<file path="src/rtl/jtframe_ioctl_prog.sv">
// SPI download byte stream to masked 16-bit SDRAM programming writes.
// A small FIFO absorbs bytes while the SDRAM controller has a write in flight.
module jtframe_ioctl_prog #(
  parameter int          SDRAMW    = 23,
  parameter int          HEADER    = 0,
  parameter logic [24:0] BA1_START = 25'h100000,
  parameter logic [24:0] BA2_START = 25'h200000,
  parameter logic [24:0] BA3_START = 25'h300000,
  parameter int          FIFO_AW   = 2
) (
  input  logic              clk,
  input  logic              rst,
  input  logic              downloading,
  input  logic [24:0]       ioctl_addr,
  input  logic [7:0]        ioctl_dout,
  input  logic              ioctl_wr,
  output logic [SDRAMW-1:0] prog_addr,
  output logic [15:0]       prog_data,
  output logic [1:0]        prog_mask,
  output logic [1:0]        prog_ba,
  output logic              prog_we,
  input  logic              prog_rdy,
  output logic              dwnld_busy,
  output logic              overflow
);

  // state | meaning
  // IDLE  | no write outstanding, pops the FIFO when it holds a byte
  // WAIT  | prog_we high, prog_* frozen until prog_rdy
  // GAP   | one low cycle of prog_we so the controller sees an edge
  typedef enum logic [1:0] {IDLE, WAIT, GAP} state_t;

  localparam int          DEPTH = 1 << FIFO_AW;
  localparam logic [24:0] HDR   = 25'(HEADER);

  state_t state, state_nxt;

  logic [24:0]        fifo_addr [DEPTH];
  logic [7:0]         fifo_data [DEPTH];
  logic [FIFO_AW-1:0] wr_ptr, rd_ptr;
  logic [FIFO_AW:0]   count;
  logic               empty, full, push, pop, accept;

  logic [24:0]        rel, base, off;
  logic [1:0]         bank;

  logic [SDRAMW-1:0]  addr_nxt;
  logic [15:0]        data_nxt;
  logic [1:0]         mask_nxt, ba_nxt;
  logic               we_nxt;

  assign empty  = (count == '0);
  assign full   = (count == (FIFO_AW+1)'(DEPTH));
  assign push   = ioctl_wr & downloading & (ioctl_addr >= HDR);
  // a full FIFO still accepts when the head leaves in the same cycle
  assign accept = push & (~full | pop);

  always_ff @(posedge clk) begin
    if (accept) begin
      fifo_addr[wr_ptr] <= ioctl_addr;
      fifo_data[wr_ptr] <= ioctl_dout;
    end
  end

  always_ff @(posedge clk) begin
    if (rst) begin
      wr_ptr   <= '0;
      rd_ptr   <= '0;
      count    <= '0;
      overflow <= 1'b0;
    end else begin
      if (accept) wr_ptr <= wr_ptr + 1'b1;
      if (pop)    rd_ptr <= rd_ptr + 1'b1;
      case ({accept, pop})
        2'b10:   count <= count + 1'b1;
        2'b01:   count <= count - 1'b1;
        default: count <= count;
      endcase
      if (push & full & ~pop) overflow <= 1'b1;
    end
  end

  always_comb begin
    rel  = fifo_addr[rd_ptr] - HDR;
    bank = 2'd0;
    base = '0;
    if (rel >= BA3_START) begin
      bank = 2'd3;
      base = BA3_START;
    end else if (rel >= BA2_START) begin
      bank = 2'd2;
      base = BA2_START;
    end else if (rel >= BA1_START) begin
      bank = 2'd1;
      base = BA1_START;
    end
    off = rel - base;
  end

  always_comb begin
    state_nxt = state;
    pop       = 1'b0;
    we_nxt    = prog_we;
    addr_nxt  = prog_addr;
    data_nxt  = prog_data;
    mask_nxt  = prog_mask;
    ba_nxt    = prog_ba;
    case (state)
      IDLE: begin
        if (!empty) begin
          pop       = 1'b1;
          we_nxt    = 1'b1;
          addr_nxt  = SDRAMW'(off >> 1);
          data_nxt  = {fifo_data[rd_ptr], fifo_data[rd_ptr]};
          mask_nxt  = off[0] ? 2'b01 : 2'b10;
          ba_nxt    = bank;
          state_nxt = WAIT;
        end
      end
      WAIT: begin
        if (prog_rdy) begin
          we_nxt    = 1'b0;
          state_nxt = GAP;
        end
      end
      GAP: begin
        state_nxt = IDLE;
      end
      default: begin
        we_nxt    = 1'b0;
        state_nxt = IDLE;
      end
    endcase
  end

  always_ff @(posedge clk) begin
    if (rst) begin
      state     <= IDLE;
      prog_we   <= 1'b0;
      prog_addr <= '0;
      prog_data <= '0;
      prog_mask <= 2'b11;
      prog_ba   <= 2'd0;
    end else begin
      state     <= state_nxt;
      prog_we   <= we_nxt;
      prog_addr <= addr_nxt;
      prog_data <= data_nxt;
      prog_mask <= mask_nxt;
      prog_ba   <= ba_nxt;
    end
  end

  assign dwnld_busy = downloading | ~empty | (state != IDLE);

endmodule

</file>
<file path="config.mk">
export PLATFORM = sky130hd
export DESIGN_NAME = jtframe_ioctl_prog
export DESIGN_NICKNAME = d
export VERILOG_FILES = /design/src/rtl/jtframe_ioctl_prog.sv
export SDC_FILE = /design/constraint.sdc
export NUM_CORES = 1
export LEC_CHECK = 0
export CORE_MARGIN = 2
export CORE_UTILIZATION = 40
export CTS_CLUSTER_SIZE = 14
export DETAILED_ROUTE_END_ITERATION = 16
export GPL_TIMING_DRIVEN = 0
export PLACE_DENSITY = 0.63
export SKIP_CTS_REPAIR_TIMING = 1
export SYNTH_ARGS = -nofsm -noshare
export SYNTH_HDL_FRONTEND = slang
export SYNTH_SLANG_ARGS = --single-unit
</file>
<file path="constraint.sdc">
create_clock -name clk -period 4.85 [get_ports clk]
set_clock_uncertainty 0.2 [all_clocks]
set_input_delay 0.97 -clock clk [delete_from_list [all_inputs] [get_ports clk]]
set_output_delay 0.97 -clock clk [all_outputs]
set_load 0.01 [all_outputs]
</file>
Word level (Yosys, flattened, before mapping)
Memories as Yosys holds them, arrays and structs flattened. A register that Yosys moved wholly into a read port is not among the register bits.
Cells that the tools add are included.
{"block": "totals", "input_bits": 38, "reg_bits": 54, "n_memories": 2, "ram_bits": 132}
{"block": "op_classes", "bitwise_logic": 12, "n_eq_ne": 7, "n_addsub": 5, "n_reduce_logical": 7, "mux": 22, "order_cmp": 4}
{"name": "fifo_addr", "words": 4, "width": 25, "rd": 1, "rd_ports_with_merged_regs": 1, "wr": 1, "line": "38", "text": "logic [24:0] fifo_addr [DEPTH];"}
{"name": "fifo_data", "words": 4, "width": 8, "rd": 1, "rd_ports_with_merged_regs": 1, "wr": 1, "line": "39", "text": "logic [7:0] fifo_data [DEPTH];"}
{"op": "$ge 25x22->1 const B", "count": 2}
{"op": "$mux 22", "count": 2}
{"op": "$ge 25x1->1 const B", "count": 1}
{"op": "$ge 25x21->1 const B", "count": 1}
{"op": "$sub 24x24->24", "count": 1}
{"op": "$mux 21", "count": 1}
{"op": "$mux 2", "count": 9}
{"op": "$mux 1", "count": 7}
{"op": "$pmux 3 s2", "count": 1}
{"op": "$and 1x1->1", "count": 5}
{"op": "$add 2x1->2 const B", "count": 2}
{"op": "$eq 2x1->1 const B", "count": 2}
{"op": "$eq 2x2->1 const B", "count": 2}
{"op": "$ne 2x2->1 const B", "count": 2}
{"op": "$not 1->1", "count": 4}
{"op": "$pmux 2 s2", "count": 1}
{"op": "$reduce_and 2->1", "count": 2}
{"op": "$reduce_bool 2->1", "count": 2}
{"op": "$add 3x1->3 const B", "count": 1}
{"op": "$eq 3x3->1 const B", "count": 1}
{"op": "$logic_not 3->1", "count": 1}
{"op": "$or 1x1->1", "count": 3}
{"op": "$pmux 1 s3", "count": 1}
{"op": "$reduce_and 3->1", "count": 1}
{"op": "2 further kinds", "count": 2}

Logic depth before layout (Yosys ltp)
Gate-level depths: netlist of the first run.
{"block": "depth", "word_depth": 7, "depth_mapped": 9, "mapped_depth_nobuf": 8}

Worst setup path after synthesis of the first run
No wires, ideal clock.
{"block": "synth_path", "path_kind": "input to register", "start": "input port ioctl_wr", "end": "memory fifo_addr[0][0] (enable)", "t_required_ps": 4257, "stages": 3, "setup_slack_ps": 2013, "setup_time_ps": 393, "arrival_time_ps": 2244, "path_cell_list": "nand2_1 -> a41oi_2 -> and2_1"}
{"block": "synth_via", "elab_chain_cells": 5}
{"element": "start: declaration", "line": "16", "text": "input logic ioctl_wr,"}
{"element": "$and 1x1->1 (2 in series)", "line": "54", "text": "assign push = ioctl_wr & downloading & (ioctl_addr >= HDR);"}
{"element": "$and 1x1->1", "line": "56", "text": "assign accept = push & (~full | pop);"}
{"element": "$mux 1", "line": "59", "text": "if (accept) begin"}
{"element": "$mux 1 (not written as such)", "line": "60", "text": "fifo_addr[wr_ptr] <= ioctl_addr;"}
{"element": "end: declaration", "line": "38"}
No other way between the ends.

Worst setup path after layout of the first run
{"block": "layout_path", "start": "input port downloading", "end": "output port dwnld_busy"}
{"block": "layout_via", "elab_chain_cells": 2}
{"element": "start: declaration", "line": "13", "text": "input logic downloading,"}
{"element": "$or 1x1->1 (2 in series)", "line": "154", "text": "assign dwnld_busy = downloading | ~empty | (state != IDLE);"}
{"element": "end: declaration", "line": "23", "text": "output logic dwnld_busy,"}
No other way between the ends.

==> results of run 1 <==
## cell type report
class | count | share of cell area [%]
sequential | 180 | 57.3
multi-input combinational | 192 | 19.1
timing repair buffer | 87 | 10.6
clock buffer | 17 | 4.95
tap | 220 | 3.20
clock inverter | 15 | 2.66
buffer | 28 | 1.78
inverter | 9 | 0.393
## power breakdown
group	internal (µW)	switching, µW	leakage, µW
logic	684	683	0.000951
registers	1830	103	0.00159
clock network	920	580	0.000313
## worst min-delay path by stage
stage | startpoint | end | slack, ns | cells past startpoint
final | prog_addr[5]$_SDFFE_PP0N_ | prog_addr[5]$_SDFFE_PP0N_ | 0.26 | 2
after global routing | prog_addr[14]$_SDFFE_PP0N_ | prog_addr[14]$_SDFFE_PP0N_ | 0.28 | 2
after CTS | prog_addr[5]$_SDFFE_PP0N_ | prog_addr[5]$_SDFFE_PP0N_ | 0.26 | 2
after detailed placement | prog_addr[16]$_SDFFE_PP0N_ | prog_addr[16]$_SDFFE_PP0N_ | 0.25 | 2
after global placement | prog_addr[15]$_SDFFE_PP0N_ | prog_addr[15]$_SDFFE_PP0N_ | 0.25 | 2
after floorplan | state[1]$_SDFFE_PP0P_ | state[1]$_SDFFE_PP0P_ | 0.25 | 1
## cell families (layout without fill, tap and decap cells)
| family | count (synthesis) | count (layout) | synth area share (%) |
|---|---|---|---|
| AOI/OAI and AO/OA | 43 | 43 | 3.78 |
| buffers and inverters | 37 | 156 | 2.76 |
| muxes | 36 | 36 | 11.6 |
| DFF | 180 | 180 | 73.0 |
| xor gates and xnor gates | 6 | 6 | 0.779 |
| and+or+nand+nor | 99 | 99 | 6.38 |
| adders and majority gates | 8 | 8 | 1.71 |
## state kept, by name (all words and copies together), names as in the netlist, named ones only
name	flops
fifo_addr	100
fifo_data	32
prog_addr	23
prog_data	8
count	3
prog_ba	2
prog_mask	2
rd_ptr	2
state	2
wr_ptr	2
overflow	1
prog_we	1
## worst reg2reg max path, delay by kind of cell (launching register included)
kind	cells	cell delay, ns
adder cells (fa/ha/maj)	2	0.61
flip-flops	1	0.33
AND/OR/NAND/NOR	1	0.53
XOR/XNOR	1	0.15
AO/OA/AOI/OAI	1	0.22
multiplexers	1	0.64
buffers and inverters	1	0.14
## cells in the final DEF, fill, tap and decap left out, types with 3 or more instances in the layout
| cell type | instances |
|---|---|
| bufinv_16 | 5 |
| or3_1 | 3 |
| dfxtp_1 | 48 |
| inv_1 | 8 |
| mux4_2 | 31 |
| nor2_1 | 19 |
| edfxtp_1 | 132 |
| ha_1 | 6 |
| clkbuf_1 | 13 |
| buf_2 | 5 |
| and2_2 | 4 |
| a21oi_1 | 30 |
| buf_12 | 4 |
| buf_4 | 9 |
| nand2_1 | 57 |
| nor3_1 | 6 |
| clkbuf_16 | 17 |
| clkdlybuf4s50_1 | 83 |
| a211oi_1 | 5 |
| clkinv_4 | 3 |
| xnor2_1 | 5 |
## cell usage after synthesis, types with 2 or more instances
master      n
and2_1      4
nand2b_1    2
xnor2_1     5
inv_1       8
nor3_1      6
or3_1       3
mux2_2      2
ha_1        6
edfxtp_1  132
a211oi_1    5
mux4_2     31
buf_4       9
and3_1      2
mux4_1      2
a21oi_1    30
or4_4       2
nor2_1     19
clkbuf_1   13
nor2b_1     2
buf_2       5
nand2_1    57
fa_1        2
dfxtp_1    48
## through the flow
stage | cell area (µm²) | instances | util [%] | setup WS [ns] | hold slack (ns)
6_report | 8590 | 748 | 52.0 | 1.41 | 0.256
2_1_floorplan | 6750 | 409 | - | 2.01 | 0.250
4_1_cts | 8590 | 748 | 52.0 | 1.40 | 0.259
3_3_place_gp | 7850 | 712 | 47.5 | 0.699 | 0.245
3_5_place_dp | 7940 | 716 | 48.0 | 1.41 | 0.248
5_1_grt | 8590 | 748 | 52.0 | 1.37 | 0.280
## routing by layer
layer	track usage [%]	part of all wire, %	up-vias
met5	0	0	-
met3	4.99	4.8	6
met2	25.8	52	89
met1	19.8	43	1871
met4	5.14	0.81	0
li1	-	-	1753
==> flow_metrics.env, run 1 <==
export IMPL_vias=3719
export IMPL_nFillCells=1332
export IMPL_grt_overflow_total=0
export IMPL_synth_area_leader_cell="edfxtp_1"
export IMPL_cp_top_family="buffers and inverters"
export IMPL_multi_input_area_um2=1640
export IMPL_die_h_um=134
export IMPL_grt_setup_unrepaired="false"
export IMPL_power_density_nw_per_um2=558
export IMPL_crit_cells=3
export IMPL_wl_per_cell_um=17.6
export IMPL_cts_buffers=17
export IMPL_syn_area_um2=6750
export IMPL_synth_nets=455
export IMPL_grt_pass1_vias=3731
export IMPL_grt_antenna_before_repair=0
export IMPL_p_leak_uw=0.00286
export IMPL_route_detailed_drc=0
export IMPL_ys_ff_latch=180
export IMPL_crit_path_max_fanout=3
export IMPL_rr_endpoint="prog_addr[21]$_SDFFE_PP0N_"
export IMPL_clockRootBuffer="clkbuf_16"
export IMPL_synth_edf_count=132
export IMPL_finalPower_uw=4800
export IMPL_crit_buf_inv=2
export IMPL_antenna_cells=0
export IMPL_clk_pin_slew_ns=0.06
export IMPL_seq_area_frac_synth_pct=73.0
export IMPL_worst_path_most_repeated_cell="clkdlybuf4s50_1"
export IMPL_cts_tree="built"
export IMPL_crit_required_ns=3.68
export IMPL_worstMarginPinSlew_ns=0.669
export IMPL_drv_cap=0
export IMPL_area_delta_synth_final_pct=27.4
export IMPL_path_class="input port to primary output"
export IMPL_fin_setup_tns_ns=0
export IMPL_irDropWorstVdd_uv=328
export IMPL_clockBufferDepth=2
export IMPL_period_needed_ns=3.44
export IMPL_fin_nets=561
export IMPL_relSlewSlack_pct=55.4
export IMPL_firstDrtPassIters=5
export IMPL_outcome="completed"
export IMPL_ios=84
export IMPL_ant_nets=0
export IMPL_yosysWarningCount=0
export IMPL_cp_arrival_ns=2.27
export IMPL_grt_max_degree=27
export IMPL_r2r_cells=7
export IMPL_dpl_hpwl_um=8630
export IMPL_grt_first_pass_wirelength_um=20600
export IMPL_row_count=47
export IMPL_gr_usage_all_layers_pct=15.7
export IMPL_avgSynthCellArea_um2=16.5
export IMPL_via_per_inst=4.97
export IMPL_cp_cell_sequence="clkdlybuf4s50_1, or3_1, clkdlybuf4s50_1"
export IMPL_crit_path_top_delay_cell="clkdlybuf4s50_1"
export IMPL_drv_slew=0
export IMPL_yosysTopAreaCellShare_pct=58.7
export IMPL_worstHoldPathType="register to register"
export IMPL_slowest_delay_ns=0.48
export IMPL_htreeDepth=4
export IMPL_io_buffers=83
export IMPL_end_kind="primary output"
export IMPL_place_congestion=0.707
export IMPL_drive_gt1_share_pct=17.4
export IMPL_crit_end="dwnld_busy"
export IMPL_startpoint="downloading"
export IMPL_clk_latency_ns=0.43
export IMPL_seq_area_um2=4920
export IMPL_start_kind="input port"
export IMPL_r2r_setup_slack_ns=1.94
export IMPL_clock_fmax_ghz=0.290
export IMPL_hold_violations=0
export IMPL_coreArea_um2=16500
export IMPL_ys_types=37
export IMPL_first_iter_violations=244
export IMPL_die_area_um2=17900
export IMPL_synth_area_top_cells="edfxtp_1 59%, dfxtp_1 14%, mux4_2 10%"
export IMPL_synthCells=409
export IMPL_start_util_pct=40.8
export IMPL_ys_async_sr_fraction_pct=0
export IMPL_clock_sinks=180
export IMPL_finalCritPeriodShare_pct=71.0
export IMPL_synth_flop_cell="edfxtp_1"
export IMPL_die_w_um=134
export IMPL_finalSetupViolations=0
export IMPL_wirelength_um=13200
Power figures use the tool's default switching activity.
==> run 2, diff against run 1 <==
==> constraint.sdc (replaced) <==
create_clock -name clk -period 3.57 [get_ports clk]
set_clock_uncertainty 0.2 [all_clocks]
set_input_delay 0.714 -clock clk [delete_from_list [all_inputs] [get_ports clk]]
set_output_delay 0.714 -clock clk [all_outputs]
set_load 0.01 [all_outputs]
==> results of run 2 <==
Same layout as run 1 (identical final DEF). Status: completed.
Main changes from that run: setup slack after placement 1.41 ns -> 0.637 ns; setup slack after layout 1.41 ns -> 0.484 ns; start point of the critical path downloading -> count[2]$_SDFFE_PP0P_; register-to-register setup slack 1.94 ns -> 0.66 ns; total power 4800 µW -> 6520 µW; worst IR drop on VDD 328 µV -> 446 µV
